===== config.mk =====
export PLATFORM = sky130hd
export DESIGN_NAME = pipe_hazard_ctrl_flat
export DESIGN_NICKNAME = d
export VERILOG_FILES = /design/src/rtl/pipe_hazard_ctrl_if.sv /design/src/rtl/pipe_hazard_ctrl.sv /design/src/flat_wrapper.sv
export SDC_FILE = /design/constraint.sdc
export NUM_CORES = 1
export LEC_CHECK = 0
export BUFFER_PORTS_ARGS = -buffer_cell sky130_fd_sc_hd__buf_2
export CORE_AREA = 2 2 74 76
export DETAILED_ROUTE_END_ITERATION = 16
export DIE_AREA = 0 0 76 78
export HOLD_SLACK_MARGIN = 0.06
export PLACE_DENSITY = 0.82
export SKIP_LAST_GASP = 1
export SYNTH_ARGS = -nofsm -noshare
export SYNTH_HDL_FRONTEND = slang
export SYNTH_SLANG_ARGS = --single-unit

===== constraint.sdc =====
create_clock -name cpu_clk_50M -period 3.5 [get_ports cpu_clk_50M]
set_clock_uncertainty 0.15 [all_clocks]
set_input_delay 0.7 -clock cpu_clk_50M [delete_from_list [all_inputs] [get_ports cpu_clk_50M]]
set_output_delay 0.7 -clock cpu_clk_50M [all_outputs]
set_load 0.02 [all_outputs]

===== src/rtl/pipe_hazard_ctrl_if.sv =====
// pipe_hazard_ctrl_if: stall requests, exception report and sequencing outputs between the pipeline and pipe_hazard_ctrl
interface pipe_hazard_ctrl_if #(parameter int PC_W = 32);
  logic            stallreq_if;
  logic            stallreq_id;
  logic            stallreq_exe;
  logic            stallreq_mem;
  logic            exc_valid;
  logic            exc_eret;
  logic [PC_W-1:0] cp0_epc;
  logic [3:0]      stall;
  logic [3:0]      bubble;
  logic            flush;
  logic            redirect_valid;
  logic [PC_W-1:0] redirect_pc;
  logic            busy;
  modport master (
    output stallreq_if, stallreq_id, stallreq_exe, stallreq_mem, exc_valid, exc_eret, cp0_epc,
    input  stall, bubble, flush, redirect_valid, redirect_pc, busy
  );
  modport slave (
    input  stallreq_if, stallreq_id, stallreq_exe, stallreq_mem, exc_valid, exc_eret, cp0_epc,
    output stall, bubble, flush, redirect_valid, redirect_pc, busy
  );
endinterface


===== src/rtl/pipe_hazard_ctrl.sv =====
// pipe_hazard_ctrl: stall/bubble resolution, exception/ERET flush FSM and fetch redirect.
// Optional PIPE_PERF_CNT_EN adds saturating stall-cycle and flush counters.
module pipe_hazard_ctrl #(
  parameter int              PC_W       = 32,
  parameter logic [PC_W-1:0] EXC_VECTOR = 32'hBFC00380
) (
  input  logic                 cpu_clk_50M,
  input  logic                 cpu_rst,
  pipe_hazard_ctrl_if.slave    bus
`ifdef PIPE_PERF_CNT_EN
  ,
  output logic [31:0]          perf_stall_cycles,
  output logic [15:0]          perf_flush_cnt
`endif
);
  typedef enum logic [1:0] {IDLE, WAIT_MEM, FLUSH} state_t;
  state_t          state, state_nxt;
  logic [PC_W-1:0] target, target_nxt, redirect_q;
  logic [3:0]      stall_c, bubble_c;
  always_ff @(posedge cpu_clk_50M) begin
    if (cpu_rst) begin
      state      <= IDLE;
      target     <= '0;
      redirect_q <= '0;
    end else begin
      state  <= state_nxt;
      target <= target_nxt;
      if (state_nxt == FLUSH && state != FLUSH) redirect_q <= target_nxt;
    end
  end
  always_comb begin
    state_nxt  = state;
    target_nxt = target;
    stall_c    = 4'b0000;
    bubble_c   = 4'b0000;
    if (state == IDLE) begin
      if (bus.exc_valid) begin
        target_nxt = bus.exc_eret ? bus.cp0_epc : EXC_VECTOR;
        state_nxt  = bus.stallreq_mem ? WAIT_MEM : FLUSH;
        stall_c    = 4'b1111;
        bubble_c   = 4'b1000;
      end else begin
        stall_c  = bus.stallreq_mem ? 4'b1111 : bus.stallreq_exe ? 4'b0111 :
                   bus.stallreq_id  ? 4'b0011 : bus.stallreq_if  ? 4'b0001 : 4'b0000;
        bubble_c = bus.stallreq_mem ? 4'b1000 : bus.stallreq_exe ? 4'b0100 :
                   bus.stallreq_id  ? 4'b0010 : bus.stallreq_if  ? 4'b0001 : 4'b0000;
      end
    end else if (state == WAIT_MEM) begin
      stall_c   = 4'b1111;
      bubble_c  = 4'b1000;
      state_nxt = bus.stallreq_mem ? WAIT_MEM : FLUSH;
    end else begin
      bubble_c  = 4'b1111;
      state_nxt = IDLE;
    end
  end
  assign bus.stall          = stall_c;
  assign bus.bubble         = bubble_c;
  assign bus.flush          = state == FLUSH;
  assign bus.redirect_valid = state == FLUSH;
  assign bus.redirect_pc    = redirect_q;
  assign bus.busy           = state != IDLE;
`ifdef PIPE_PERF_CNT_EN
  always_ff @(posedge cpu_clk_50M) begin
    if (cpu_rst) begin
      perf_stall_cycles <= '0;
      perf_flush_cnt    <= '0;
    end else begin
      if (stall_c[0] && !(&perf_stall_cycles)) perf_stall_cycles <= perf_stall_cycles + 32'd1;
      if (state == FLUSH && !(&perf_flush_cnt)) perf_flush_cnt <= perf_flush_cnt + 16'd1;
    end
  end
`endif
endmodule


===== src/flat_wrapper.sv =====
// flat-port wrapper written by rule: the top's interface ports become plain ports
module pipe_hazard_ctrl_flat 
#(
  parameter int              PC_W       = 32,
  parameter logic [PC_W-1:0] EXC_VECTOR = 32'hBFC00380
)
  (cpu_clk_50M, cpu_rst, bus_stallreq_if, bus_stallreq_id, bus_stallreq_exe, bus_stallreq_mem, bus_exc_valid, bus_exc_eret, bus_cp0_epc, bus_stall, bus_bubble, bus_flush, bus_redirect_valid, bus_redirect_pc, bus_busy);
  pipe_hazard_ctrl_if #(.PC_W(PC_W)) bus_i ();
  input  logic cpu_clk_50M;
  input  logic cpu_rst;
  input wire logic [$bits(bus_i.stallreq_if)-1:0] bus_stallreq_if;
  input wire logic [$bits(bus_i.stallreq_id)-1:0] bus_stallreq_id;
  input wire logic [$bits(bus_i.stallreq_exe)-1:0] bus_stallreq_exe;
  input wire logic [$bits(bus_i.stallreq_mem)-1:0] bus_stallreq_mem;
  input wire logic [$bits(bus_i.exc_valid)-1:0] bus_exc_valid;
  input wire logic [$bits(bus_i.exc_eret)-1:0] bus_exc_eret;
  input wire logic [$bits(bus_i.cp0_epc)-1:0] bus_cp0_epc;
  output wire logic [$bits(bus_i.stall)-1:0] bus_stall;
  output wire logic [$bits(bus_i.bubble)-1:0] bus_bubble;
  output wire logic [$bits(bus_i.flush)-1:0] bus_flush;
  output wire logic [$bits(bus_i.redirect_valid)-1:0] bus_redirect_valid;
  output wire logic [$bits(bus_i.redirect_pc)-1:0] bus_redirect_pc;
  output wire logic [$bits(bus_i.busy)-1:0] bus_busy;
  assign bus_i.stallreq_if = bus_stallreq_if;
  assign bus_i.stallreq_id = bus_stallreq_id;
  assign bus_i.stallreq_exe = bus_stallreq_exe;
  assign bus_i.stallreq_mem = bus_stallreq_mem;
  assign bus_i.exc_valid = bus_exc_valid;
  assign bus_i.exc_eret = bus_exc_eret;
  assign bus_i.cp0_epc = bus_cp0_epc;
  assign bus_stall = bus_i.stall;
  assign bus_bubble = bus_i.bubble;
  assign bus_flush = bus_i.flush;
  assign bus_redirect_valid = bus_i.redirect_valid;
  assign bus_redirect_pc = bus_i.redirect_pc;
  assign bus_busy = bus_i.busy;
  pipe_hazard_ctrl #(.PC_W(PC_W), .EXC_VECTOR(EXC_VECTOR)) u_core (.cpu_clk_50M(cpu_clk_50M), .cpu_rst(cpu_rst), .bus(bus_i));
endmodule

==> results of run 1 <==
kinds of logic after synthesis:
family,synth area share
simple gates,0.161
compound gates,0.168
flops,0.485
mux,0.117
buf+inv,0.0693
metrics by stage:
stage | util | hold slack [ns] | total power, uW | std cells
floorplan | - | 0.306 | 1040 | 274
global placement | 0.613 | 0.310 | 1110 | 405
detailed placement | 0.613 | 0.314 | 1120 | 405
CTS | 0.647 | 0.323 | 1670 | 420
global route | 0.647 | 0.347 | 1730 | 420
finish | 0.647 | 0.322 | 1650 | 420
path summary, 6_finish.rpt:
check,from,slack (ns),to,depth (start not counted)
max,bus_stallreq_mem,0.86,bus_stall[0],5
min,u_core.bus.redirect_pc[29],0.32,u_core.bus.redirect_pc[29],2
max reg2reg,u_core.state[1],1.21,u_core.bus.redirect_pc[24],3
min reg2reg,u_core.bus.redirect_pc[29],0.32,u_core.bus.redirect_pc[29],2
layer usage:
layer	up-vias	wire length [um]	global-route usage	part of all wire
li1	1076	-	-	-
met1	1030	2760	0.259	0.47
met2	55	2810	0.346	0.48
met3	2	278	0.0512	0.047
met4	0	22	0.0709	0.0037
met5	-	0	0	0
power by group through the flow:
stage / Clock, uW / Combinational, uW / Sequential [uW]
final: 554 / 278 / 822
after detailed placement: 0 / 277 / 838
after CTS: 564 / 279 / 822
after floorplan: 0 / 180 / 865
after global placement: 0 / 271 / 837
after global routing: 600 / 303 / 827
cells in the mapped netlist:
cell type	instances	area, um^2
o22ai_1	12	75.1
a21oi_1	21	105
nor2b_1	1	6.26
buf_12	2	40.0
mux2i_1	32	320
a211oi_1	1	7.51
and2_1	21	131
nor3b_2	1	12.5
or3_1	1	6.26
buf_2	5	25.0
nor4_1	1	6.26
buf_4	2	15.0
a211oi_2	19	238
clkbuf_1	12	45.0
o21ba_2	1	10.0
buf_6	4	45.0
dfxtp_1	66	1320
inv_1	5	18.8
nor2_1	37	139
and3_1	1	6.26
nand3_1	1	5.00
nand2_1	12	45.0
nand2b_1	12	75.1
a21o_1	3	22.5
nor3_1	1	5.00
worst max-delay path, delay by kind of cell:
kind / cells / cell delay (ns)
AOI/OAI and AO/OA: 2 / 0.35
buffers and inverters: 2 / 0.28
and+or+nand+nor: 1 / 0.46
flip-flops by register name (all words and copies together), names as in the netlist:
name	count
u_core.bus.redirect_pc	32
u_core.target	32
u_core.state	2
area by class of cell:
cell class / count / area [um^2]
inverters: 5 / 18.8
clock inverters: 2 / 12.5
fillers: 431 / 1780
clock buffers: 13 / 159
flip-flops and latches: 66 / 1320
well taps: 70 / 87.6
multi-input cells: 178 / 1220
repair buffers: 86 / 440
==> results.py, run 1 <==
metrics = {
    "clocking": {
        "post-cts-setup-buffers": 0,
        "cts_tree": "yes",
        "htree_levels": 3,
        "ctsHoldBuffers": 0,
        "cts_made_buffers": 9,
        "clkLatencyLatePin_ns": 0.32,
        "root_buffer": "clkbuf_8",
        "clk_pin_slew_worst_paths_ns": 0.07,
        "clock_path_buffers": 2,
        "cts_resized": 0,
        "clock-sinks": 66,
    },
    "setup_path": {
        "slowest_stage": "nor4_1",
        "cp.required_ns": 2.65,
        "crit_path_max_incr_delay_ns": 0.46,
        "crit_type": "input port to output pin",
        "path_cells": "buf_2 > nor4_1 > a21oi_1 > a21o_1 > buf_2",
        "cp_max_fo": 5,
        "cpMostUsedCell": "buf_2",
        "end_kind": "output pin",
        "arrival_ns": 1.79,
        "cp-start-kind": "input port",
    },
    "finish": {
        "num_antenna_cells": 0,
        "nNetsFinal": 386,
        "final_common_cell": "buf_2",
        "area_growth_pct": 19.7,
        "drive_above_1_share": 0.346,
        "final_cell_mix": "buf_2, dfxtp_1, nor2_1, mux2i_1, a21oi_1",
        "design_area_mm2": 0.00326,
    },
    "sta": {
        "relSlewSlack": 0.452,
        "layout_setup_ws_ns": 0.859,
        "drv_slew": 0,
        "final_hold_viol_count": 0,
        "period_share": 0.755,
        "rsz0062_at_grt": "false",
        "fmax_mhz": 379,
        "min_period_ns": 2.64,
        "setup-violations-final": 0,
        "fin_tns_setup_ns": 0,
        "tightest_slew_ns": 0.821,
    },
    "power_and_ir_drop": {
        "combPwrFrac": 0.168,
        "sw_frac_of_total": 0.274,
        "leakagePower_uw": 0.00148,
        "p_clk_frac": 0.335,
        "netSwitchingPower_uw": 454,
        "power_density_mw_per_mm2": 507,
        "ir_worst_vdd_uv": 299,
        "sequentialPowerShare": 0.497,
        "p_int_uw": 1200,
    },
    "global_route": {
        "grt_max_degree": 53,
        "antenna_found_initial": 0,
        "grt.total_usage": 0.206,
        "overflow": 0,
        "grt_pass1_vias": 2088,
        "grt_pass1_wl_um": 9800,
    },
    "placed_design": {
        "dp_hpwl_um": 3760,
        "dpl_cell_area_mm2": 0.00309,
        "portBuffers": 82,
        "gp_congestion": 0.701,
        "pre_cts_ws_ns": 0.844,
    },
    "die": {
        "die_width_um": 76,
        "dieArea_mm2": 0.00593,
        "coreArea_mm2": 0.00504,
        "rows": 26,
        "die_h_um": 78,
        "io_pins": 83,
        "initial_core_util": 0.541,
    },
    "logic_synthesis": {
        "synth_area_mm2": 0.00273,
        "ys_ff_latch": 66,
        "yosysUniqueCellTypes": 25,
        "synth.avg_cell_area_um2": 9.95,
        "synth_cells": 274,
        "synth_fp_nets": 314,
        "ys.warnings.count": 0,
        "seq_area_frac_synth": 0.485,
    },
    "hold_path": {
        "min_path_type": "register to register",
    },
    "run": {
        "maxCapViolCount": 0,
    },
    "route": {
        "dr.pass1.iters": 5,
        "dr.first_iter.drc_count": 96,
        "route.vias.total": 2163,
        "drc": 0,
        "ant_nets": 0,
        "vias_per_cell": 5.15,
        "wl_per_cell_um": 14.0,
        "finalWirelength_um": 5870,
    },
    "run_status": {
        "status": "finished clean",
    },
}
No activity file was read; power rests on OpenSTA's default activity.
==> run 2, diff against run 1 <==
ABC_AREA = 1   (was default)
CORE_AREA = 2 2 79 81   (was 2 2 74 76)
DIE_AREA = 0 0 81 83   (was 0 0 76 78)
PLACE_DENSITY = 0.77   (was 0.82)
clock period = 2.6 ns   (was 3.5 ns; I/O delays follow)
==> results.py, run 2 <==
metrics = {
    "power_and_ir_drop": {
        "sw_frac_of_total": 0.266,
        "combPwrFrac": 0.171,
        "p_clk_frac": 0.402,
        "finalPower_uw": 2630,
        "sequentialPowerShare": 0.427,
        "ir_worst_vdd_uv": 372,
        "p_int_uw": 1930,
        "netSwitchingPower_uw": 701,
        "leakagePower_uw": 0.00201,
        "power_density_mw_per_mm2": 736,
    },
    "placed_design": {
        "pre_cts_ws_ns": 0.449,
        "portBuffers": 82,
        "gp_congestion": 0.831,
        "dp_hpwl_um": 4270,
    },
    "setup_path": {
        "cp_top_family": "simple AND/OR/NAND/NOR gates",
        "cp.depth": 4,
        "crit_type": "register to output pin",
        "reg2reg_to": "u_core.bus.redirect_pc[26]",
        "reg2regPathDepth": 6,
        "end_kind": "output pin",
        "path_cells": "nor2_4 > inv_1 > o21ai_0 > buf_2",
        "slowest_stage": "nor2_4",
        "r2r-start": "u_core.state[0]",
        "crit_path_max_incr_delay_ns": 0.41,
        "arrival_ns": 1.62,
        "cp-start-kind": "register",
        "cp.required_ns": 1.93,
        "reg2reg_slack_ns": 0.60,
        "worst-path-buf-inv": 2,
        "cp_max_fo": 20,
    },
    "sta": {
        "tightest_slew_ns": 0.682,
        "setup-violations-final": 0,
        "fmax_mhz": 437,
        "fin_tns_setup_ns": 0,
        "rsz0062_at_grt": "false",
        "relSlewSlack": 0.544,
        "layout_setup_ws_ns": 0.311,
        "period_share": 0.880,
        "drv_slew": 0,
        "final_hold_viol_count": 0,
        "min_period_ns": 2.29,
    },
    "hold_path": {
        "hold_path_startpoint": "bus_stallreq_mem",
        "min_path_cells": 3,
        "worstHoldEndpoint": "u_core.state[0]",
        "min_path_type": "input port to register",
    },
    "logic_synthesis": {
        "ys_ff_latch": 66,
        "ys_top_cells_by_count": "nand2_1, inv_1, dfxtp_1",
        "yosysUniqueCellTypes": 17,
        "synth-edff-count": 0,
        "synthFlopType": "dfxtp_1",
        "synth_cells": 447,
        "synth_top_area_frac": 0.450,
        "synth_area_mm2": 0.00294,
        "netlist.top_cell.by_area": "dfxtp_1",
        "synthTopCellsByArea": "dfxtp_1, nand2_1, inv_1, a21oi_1, nand3_1",
        "seq_area_frac_synth": 0.450,
        "synth_fp_nets": 487,
        "async_flop_share": 0,
        "ys.warnings.count": 0,
        "synth.avg_cell_area_um2": 6.57,
        "synth_most_common_cell": "nand2_1",
    },
    "die": {
        "die_width_um": 81,
        "io_pins": 83,
        "dieArea_mm2": 0.00672,
        "coreArea_mm2": 0.00582,
        "die_h_um": 83,
        "rows": 28,
        "initial_core_util": 0.505,
    },
    "finish": {
        "final_cell_mix": "nand2_1, inv_1, buf_2, dfxtp_1",
        "regArea_mm2": 0.00132,
        "fillCellCount": 568,
        "num_antenna_cells": 0,
        "nNetsFinal": 557,
        "drive_above_1_share": 0.205,
        "multi_input_area_mm2": 0.00115,
        "area_growth_pct": 21.8,
        "final_common_cell": "nand2_1",
    },
    "route": {
        "drc": 0,
        "dr.first_iter.drc_count": 140,
        "finalWirelength_um": 6640,
        "dr.pass1.iters": 4,
        "wl_per_cell_um": 11.1,
        "vias_per_cell": 4.75,
        "ant_nets": 0,
        "route.vias.total": 2837,
    },
    "clocking": {
        "ctsHoldBuffers": 0,
        "clock-sinks": 66,
        "htree_levels": 3,
        "cts_tree": "yes",
        "clkLatencyLatePin_ns": 0.33,
        "post-cts-setup-buffers": 0,
        "clock_path_buffers": 2,
        "root_buffer": "clkbuf_8",
        "cts_made_buffers": 9,
        "cts_resized": 0,
        "clk_pin_slew_worst_paths_ns": 0.07,
    },
    "global_route": {
        "grt_max_degree": 34,
        "grt_pass1_vias": 2532,
        "grt.total_usage": 0.206,
        "overflow": 0,
        "antenna_found_initial": 0,
        "grt_pass1_wl_um": 11100,
    },
    "run": {
        "maxCapViolCount": 0,
    },
    "run_status": {
        "status": "finished clean",
    },
}
## run 2: cell types whose count changed after synthesis, moves of 19 or more
cell      change
a211oi_2     -19
nand2_1     +133
a21oi_1      +24
inv_1        +79
mux2i_1      -32
and2_1       -21
nand3_1      +44
## run 2: routing by layer
layer	GRT usage	routed length, um	share of wire	up-vias
met1	0.255	3020	0.45	1262
met3	0.0402	357	0.054	13
met5	0	0	0	-
li1	-	-	-	1480
met4	0.0894	136	0.020	0
met2	0.341	3130	0.47	82
## run 2: how the worst max path moves through the flow
stage | startpoint | to | slack [ns]
4_1_cts | u_core.state[0] | bus_bubble[0] | 0.28
6_report | u_core.state[0] | bus_stall[2] | 0.31
2_1_floorplan | bus_exc_valid | bus_bubble[2] | 0.41
3_3_place_gp | bus_exc_valid | bus_bubble[0] | 0.50
5_1_grt | u_core.state[0] | bus_stall[2] | 0.17
3_5_place_dp | bus_exc_valid | bus_bubble[0] | 0.45
## run 2: worst min-delay path: stages
cell	delay, ns
buf_2	0.12
inv_1	0.07
nor4_1	0.05
## run 2: cells by family (layout without fill, tap and decap cells)
family,count (synthesis),after routing,synth area share
AO/OA/AOI/OAI,49,49,0.0843
buffers and inverters,112,187,0.158
flip-flops,66,66,0.450
AND/OR/NAND/NOR,220,220,0.308
## run 2: power by group through the flow
| stage | Sequential (uW) | Clock (uW) | Combinational [uW] |
|---|---|---|---|
| after floorplan | 1190 | 0 | 278 |
| final | 1120 | 1060 | 450 |
| after global placement | 1140 | 0 | 442 |
| after detailed placement | 1150 | 0 | 450 |
| after global routing | 1130 | 1120 | 510 |
| after CTS | 1120 | 1080 | 454 |
## run 2: final cells by class
type                    instances  share of cell area
flip-flops and latches         66               0.369
multi-input cells             269               0.322
repair buffers                 86               0.123
inverters                      85              0.0892
clock buffers                  11              0.0423
clock inverters                 5              0.0280
well taps                      75              0.0262
## run 2: through the flow
stage | util | area (um^2) | instances | hold WS, ns
after CTS | 0.615 | 3580 | 597 | 0.290
after global placement | 0.572 | 3330 | 581 | 0.306
final | 0.615 | 3580 | 597 | 0.307
after floorplan | - | 2940 | 447 | 0.296
after detailed placement | 0.572 | 3330 | 581 | 0.313
after global routing | 0.615 | 3580 | 597 | 0.324
